## src/rtl/bin_search_controller.sv

```systemverilog
// Per-bin energy accumulation, strongest-bin search and lock tracking for the DSSS despread stream.
// Accumulators update 1 cycle after a sample; lock decision lands NUM_BINS+1 cycles after search entry; no backpressure.
module bin_search_controller #(
   parameter int NUM_BINS    = 8,
   parameter int ACC_SYMBOLS = 4,
   parameter int ACC_W       = 40,
   parameter int MAX_RETRIES = 3
) (
   input  logic               clk,
   input  logic               reset,
   input  logic               start,
   input  logic               stop,
   input  logic [ACC_W-1:0]   threshold,
   input  logic signed [31:0] despread_sample_i,
   input  logic signed [31:0] despread_sample_q,
   input  logic               despread_sample_valid,
   input  logic [15:0]        out_bin_index,
   output logic [15:0]        max_bin_index,
   output logic               max_index_valid_out,
   output logic               locked,
   output logic               search_fail,
   output logic [1:0]         state_out
);
   localparam int IDX_W = (NUM_BINS > 1) ? $clog2(NUM_BINS) : 1;
   localparam int BIN_W = $clog2(NUM_BINS + 1);
   localparam int SWP_W = $clog2(ACC_SYMBOLS + 1);
   localparam int RTY_W = $clog2(MAX_RETRIES + 1);

   typedef enum logic [1:0] {IDLE = 2'd0, ACCUM = 2'd1, SEARCH = 2'd2, LOCKED = 2'd3} state_t;

   state_t             state, state_nxt;
   logic [ACC_W-1:0]   acc [NUM_BINS];
   logic [ACC_W-1:0]   track_acc, run_max, e_ext, acc_sum, track_sum;
   logic [IDX_W-1:0]   run_idx, bin_idx;
   logic [BIN_W-1:0]   scan_cnt;
   logic [SWP_W-1:0]   sweep_cnt;
   logic [RTY_W-1:0]   retry_cnt;
   logic [32:0]        energy;
   logic               accepted, boundary, window_done, scan_done, lock_ok, retry_last, lock_lost;

   // |-2^31| is clamped so the magnitude always fits 31 bits.
   function automatic logic [31:0] mag(input logic signed [31:0] x);
      if (x == 32'sh8000_0000) return 32'h7FFF_FFFF;
      else if (x < 0)          return 32'(-x);
      else                     return 32'(x);
   endfunction

   function automatic logic [ACC_W-1:0] sat_add(input logic [ACC_W-1:0] a, input logic [ACC_W-1:0] b);
      logic [ACC_W:0] s;
      s = {1'b0, a} + {1'b0, b};
      return s[ACC_W] ? '1 : s[ACC_W-1:0];
   endfunction

   always_comb begin
      energy      = {1'b0, mag(despread_sample_i)} + {1'b0, mag(despread_sample_q)};
      e_ext       = ACC_W'(energy);
      bin_idx     = out_bin_index[IDX_W-1:0];
      accepted    = despread_sample_valid && (out_bin_index < 16'(NUM_BINS));
      boundary    = accepted && (out_bin_index == 16'(NUM_BINS - 1));
      window_done = boundary && (sweep_cnt == SWP_W'(ACC_SYMBOLS - 1));
      scan_done   = (scan_cnt == BIN_W'(NUM_BINS));
      lock_ok     = (run_max >= threshold);
      retry_last  = (retry_cnt == RTY_W'(MAX_RETRIES - 1));
      acc_sum     = sat_add(acc[bin_idx], e_ext);
      track_sum   = (accepted && (out_bin_index == max_bin_index)) ? sat_add(track_acc, e_ext) : track_acc;
      lock_lost   = window_done && (track_sum < (threshold >> 1));
   end

   always_comb begin
      state_nxt = state;
      if (stop) begin
         state_nxt = IDLE;
      end else begin
         case (state)
            IDLE:    if (start)       state_nxt = ACCUM;
            ACCUM:   if (window_done) state_nxt = SEARCH;
            SEARCH:  if (scan_done)   state_nxt = lock_ok ? LOCKED : (retry_last ? IDLE : ACCUM);
            LOCKED:  if (lock_lost)   state_nxt = ACCUM;
            default:                  state_nxt = IDLE;
         endcase
      end
   end

   always_ff @(posedge clk) begin
      if (reset) state <= IDLE;
      else       state <= state_nxt;
   end

   always_ff @(posedge clk) begin
      if (reset || stop || state == IDLE) begin
         for (int b = 0; b < NUM_BINS; b++) acc[b] <= '0;
         track_acc     <= '0;
         run_max       <= '0;
         run_idx       <= '0;
         scan_cnt      <= '0;
         sweep_cnt     <= '0;
         retry_cnt     <= '0;
         max_bin_index <= '0;
         search_fail   <= 1'b0;
      end else begin
         search_fail <= 1'b0;
         case (state)
            ACCUM: begin
               scan_cnt <= '0;
               run_max  <= '0;
               run_idx  <= '0;
               if (accepted) acc[bin_idx] <= acc_sum;
               if (boundary) sweep_cnt <= window_done ? '0 : sweep_cnt + 1'b1;
            end
            SEARCH: begin
               if (!scan_done) begin
                  // Strict compare keeps the lowest index on ties.
                  if (acc[scan_cnt[IDX_W-1:0]] > run_max) begin
                     run_max <= acc[scan_cnt[IDX_W-1:0]];
                     run_idx <= scan_cnt[IDX_W-1:0];
                  end
                  scan_cnt <= scan_cnt + 1'b1;
               end else if (lock_ok) begin
                  max_bin_index <= 16'(run_idx);
                  track_acc     <= '0;
                  sweep_cnt     <= '0;
               end else begin
                  for (int b = 0; b < NUM_BINS; b++) acc[b] <= '0;
                  retry_cnt   <= retry_cnt + 1'b1;
                  sweep_cnt   <= '0;
                  search_fail <= retry_last;
               end
            end
            LOCKED: begin
               track_acc <= track_sum;
               if (boundary) begin
                  if (window_done) begin
                     sweep_cnt <= '0;
                     track_acc <= '0;
                     if (lock_lost) begin
                        for (int b = 0; b < NUM_BINS; b++) acc[b] <= '0;
                        retry_cnt <= '0;
                     end
                  end else begin
                     sweep_cnt <= sweep_cnt + 1'b1;
                  end
               end
            end
            default: ;
         endcase
      end
   end

   assign locked              = (state == LOCKED);
   assign max_index_valid_out = (state == LOCKED);
   assign state_out           = state;
endmodule

```

## config.mk

```make
export PLATFORM = sky130hd
export DESIGN_NAME = bin_search_controller
export DESIGN_NICKNAME = d
export VERILOG_FILES = /design/src/rtl/bin_search_controller.sv
export SDC_FILE = /design/constraint.sdc
export NUM_CORES = 1
export LEC_CHECK = 0
export ABC_AREA = 1
export CORE_MARGIN = 1.5
export CORE_UTILIZATION = 54
export CTS_BUF_LIST = sky130_fd_sc_hd__clkbuf_16
export DETAILED_ROUTE_END_ITERATION = 16
export PLACE_DENSITY = 0.85
export SLEW_MARGIN = 20
export SYNTH_ARGS = -nofsm -noshare
export SYNTH_HDL_FRONTEND = slang
export SYNTH_SLANG_ARGS = --single-unit
```

## constraint.sdc

```tcl
create_clock -name clk -period 12.2 [get_ports clk]
set_input_delay 1.83 -clock clk [delete_from_list [all_inputs] [get_ports clk]]
set_output_delay 1.83 -clock clk [all_outputs]
set_load 0.05 [all_outputs]
```

==> PnR_summary.wiki <==
{| class="wikitable"
! Metric !! Value
|-
| Outcome || finished, final reports clean
|-
| Standard-cell rows || between 80 and 90
|-
| Total internal power || 2.996 mW
|-
| Sequential-to-total area share from yosys stat || 0.3702
|-
| Slowest cell on crit path || sky130_fd_sc_hd__nand3_2
|-
| Hold buffers post-CTS || 0
|-
| Ys Warns || 0
|-
| Count of unresolved DRC violations after routing || 0
|-
| Clock Path Buffers || 3
|-
| Worst setup slack after layout || around 0.80 ns
|-
| Cell seen most often among critical-path stages || sky130_fd_sc_hd__nand2_1
|-
| Cells taking the most area after synthesis || sky130_fd_sc_hd__edfxtp_1, sky130_fd_sc_hd__ha_1, sky130_fd_sc_hd__nand2_1
|-
| Fraction of power spent switching nets || 0.4019
|-
| Overall power of the completed layout || around 5 mW
|-
| Number of nets still failing antenna checks after routing || 0
|-
| Final clock skew || approximately 0.063 ns
|-
| Setup-failing EPs final || 0
|-
| Fraction of power consumed by combinational cells || 0.392
|-
| WS Path Type || input port to flop
|-
| Chip height || between 200 and 250 µm
|-
| Final Max Tran Viols || 0
|-
| DIE AREA || around 60000 µm²
|-
| Period Utilization, post-route || 0.9342
|-
| Yosys cell types || 65
|-
| Largest voltage drop on the vdd net || around 140 µV
|-
| Destination of the worst register-to-register timing path || acc[4][16]
|-
| Total overflow reported by the global router || 0
|-
| Quantity of gates resized following cts || 0
|-
| Final-layout setup total negative slack || 0 ns
|-
| Sequential power share || 0.319
|-
| Horizontal extent of the die || between 200 and 250 µm
|-
| Arrival @ worst endpoint || around 12 ns
|-
| Effective utilization at floorplan || 0.5457
|-
| Post-DP HPWL || 71.49 mm
|-
| Post-route minimum period || about 11 ns
|-
| #FFs+latches synth || 421
|-
| Origin of the worst setup path || despread_sample_i[31]
|-
| Placed inst area || about 33000 µm²
|-
| Kind of end point of the critical path || flop
|-
| Dominant synthesized flop cell || sky130_fd_sc_hd__edfxtp_1
|-
| CTS root buffer || sky130_fd_sc_hd__clkbuf_16
|-
| Clock power share || 0.289
|-
| FFs w/ async S/R, synth || 0
|-
| Wire length of the first global-routing pass || about 160 mm
|-
| Vias || between 30k and 40k
|-
| IO buf count || roughly 130
|-
| Hold Crit Class || flop to flop
|-
| WL/cell || 21.11 µm
|-
| Count of clock tree sinks || between 400 and 500
|-
| Number of instances in the synthesized netlist || 4018
|-
| Leakage component of the power || approximately 15 nW
|-
| Gpl congestion || between 1 and 1.5
|-
| Layout overhead on the synthesized area || 11.30%
|-
| Endpoint of the worst setup timing path || acc[4][16]
|-
| Max-slew headroom || 0.2244
|-
| Layout cells sized above 1 || 0.1078
|-
| Post CTS Setup Buffer Count || 0
|-
| Pre-CTS setup slack || between 0.4 and 0.5 ns
|-
| Sum of routed wire length over all layers || slightly above 100 mm
|-
| Worst setup SP type || input port
|-
| Max_cap viols || 0
|-
| Flip-flop and latch area || between 10000 and 15000 µm²
|-
| Total power per unit cell area || around 140 nW/µm²
|-
| TritonRoute pass-1 iters || 8
|-
| Antenna Cells || 0
|-
| Final layout net count || approximately 4.4k
|-
| Global Route Usage Sum || 0.3381
|-
| DRC marker count from the first detailed-route iteration || 4044
|-
| Skew-Pair Late Insertion Delay || approximately 0.64 ns
|-
| Core Area || between 50000 and 60000 µm²
|-
| Maximum level of the CTS H-tree || 2
|-
| Utilization of the core after routing || 0.6074
|-
| Largest fanout on the critical path || 22
|-
| Leading cell type in the layout, fill and taps excluded || sky130_fd_sc_hd__nand2_1
|-
| Fill cell total of the finished layout || about 4.8k
|-
| Final Hold Slack || about 0.47 ns
|-
| Average cell area after synthesis || between 7 and 8 µm²
|-
| IO Count || 146
|-
| RSZ-0062 raised after global routing || yes
|-
| Worst-path clk slew || ~0.060 ns
|-
| Commonest non-fill, non-tap cells in the layout || sky130_fd_sc_hd__nand2_1, sky130_fd_sc_hd__nor2_1, sky130_fd_sc_hd__inv_1
|-
| Biggest area consumer among synthesized cells || sky130_fd_sc_hd__edfxtp_1
|-
| Footprint of the multi-input gates || roughly 17000 µm²
|-
| Maximum number of pins on one net before global-route repair || 85
|-
| Inserted Clock Buffers || 45
|-
| Post-synthesis instance area || 31420 µm²
|-
| Required time of the critical path || around 12 ns
|-
| Worst R2R Setup Slack || ~5.6 ns
|-
| Final design area excluding fillers || approximately 35000 µm²
|-
| Post-synth top area share || 0.3058
|-
| Non-filler instance count after layout || 4876
|-
| Cell count after placement || approximately 4.8k
|-
| Worst reg-to-reg path cell count || 27
|-
| Largest stage delay on the critical path || roughly 0.86 ns
|-
| Antenna violations before repair || 1
|-
| Power dissipated by switching net loads || just over 2 mW
|-
| Number of synthesized flops with an enable pin || 320
|-
| Hold violation total from the final report || 0
|-
| Vias in the first global route || between 20k and 30k
|-
| Transition time at the pin with the least slew margin || between 1 and 1.5 ns
|-
| Max Clk Rate || between 0.08 and 0.09 GHz
|-
| Ratio of routed vias to standard cells || between 6 and 7
|-
| Reg-to-reg startpoint || track_acc[0]
|-
| CTS tree || built
|}
## metal layers
layer  up-vias  share of wire  global-route usage
met3       513           0.14             0.09383
met2      2109           0.43              0.5163
met5         -        0.00015                   0
met1     13579           0.35              0.4104
met4         2          0.081              0.2440
li1      13827              -                   -
## registers in the layout (all words and copies together) (netlist names), named ones only
register and cells:
max_bin_index 3, state_out 2, run_idx 3, acc 320, run_max 40, sweep_cnt 3
track_acc 40, search_fail 1, scan_cnt 4, retry_cnt 2
## synth_stat cells (10+ instances only)
master / count
sky130_fd_sc_hd__nand2_1: 633
sky130_fd_sc_hd__nor2_1: 473
sky130_fd_sc_hd__inv_1: 438
sky130_fd_sc_hd__edfxtp_1: 320
sky130_fd_sc_hd__a21oi_1: 319
sky130_fd_sc_hd__o21ai_0: 270
sky130_fd_sc_hd__ha_1: 227
sky130_fd_sc_hd__nor2_2: 219
sky130_fd_sc_hd__nand3_1: 136
sky130_fd_sc_hd__o22ai_1: 132
sky130_fd_sc_hd__clkbuf_1: 130
sky130_fd_sc_hd__dfxtp_1: 101
sky130_fd_sc_hd__xor2_1: 69
sky130_fd_sc_hd__a31oi_1: 67
sky130_fd_sc_hd__nor3_1: 43
sky130_fd_sc_hd__xnor2_1: 38
sky130_fd_sc_hd__nand4_1: 34
sky130_fd_sc_hd__nor2_8: 28
sky130_fd_sc_hd__or4_1: 22
sky130_fd_sc_hd__inv_2: 20
sky130_fd_sc_hd__o21ai_1: 20
sky130_fd_sc_hd__or2_2: 19
sky130_fd_sc_hd__buf_1: 18
sky130_fd_sc_hd__o211ai_1: 18
sky130_fd_sc_hd__a21o_1: 17
sky130_fd_sc_hd__nor4_1: 17
sky130_fd_sc_hd__buf_4: 16
sky130_fd_sc_hd__a21boi_0: 14
sky130_fd_sc_hd__a221oi_1: 13
sky130_fd_sc_hd__o21bai_1: 13
sky130_fd_sc_hd__nand3b_1: 11
sky130_fd_sc_hd__nor3_2: 10
sky130_fd_sc_hd__o21a_1: 10
## power groups by stage
stage | registers, mW | clock network, mW | logic [mW]
global placement | 1.63 | 0 | 1.89
global route | 1.60 | 1.49 | 2.09
CTS | 1.60 | 1.43 | 1.92
floorplan | 1.62 | 0 | 1.39
finish | 1.60 | 1.45 | 1.96
detailed placement | 1.63 | 0 | 1.90
## how the worst min path moves through the flow
stage	startpoint	endpoint	slack [ns]	cells after the start
after floorplan	run_idx[0]	run_idx[0]	0.44	2
after global placement	run_idx[1]	run_idx[1]	0.45	2
after detailed placement	run_idx[0]	run_idx[0]	0.46	2
after CTS	run_idx[0]	run_idx[0]	0.47	2
after global routing	run_idx[0]	run_idx[0]	0.49	2
final	run_idx[0]	run_idx[0]	0.47	2
## critical path: cells and delay by family
kind                       cells  cell delay [ns]
buffers and inverters          6             1.53
AOI/OAI and AO/OA             17             3.11
and+or+nand+nor               25             4.23
adders and majority gates      3             0.94
## logic make-up after synthesis
logic type,count (synthesis),share of synthesized area
AOI/OAI and AO/OA,948,0.1726
xor gates and xnor gates,108,0.03034
adders and majority gates,230,0.09230
buffers and inverters,641,0.08063
DFF,421,0.3702
other,1,0.0001193
and+or+nand+nor,1669,0.2539
## final cells by class
class / count / share of cell area
multi-input combinational: 2968 / 0.4959
clock buffer: 45 / 0.03220
inverter: 465 / 0.05019
sequential: 421 / 0.3327
clock inverter: 37 / 0.01181
tap: 765 / 0.02737
timing repair buffer: 175 / 0.04987
Power figures use the tool's default switching activity.
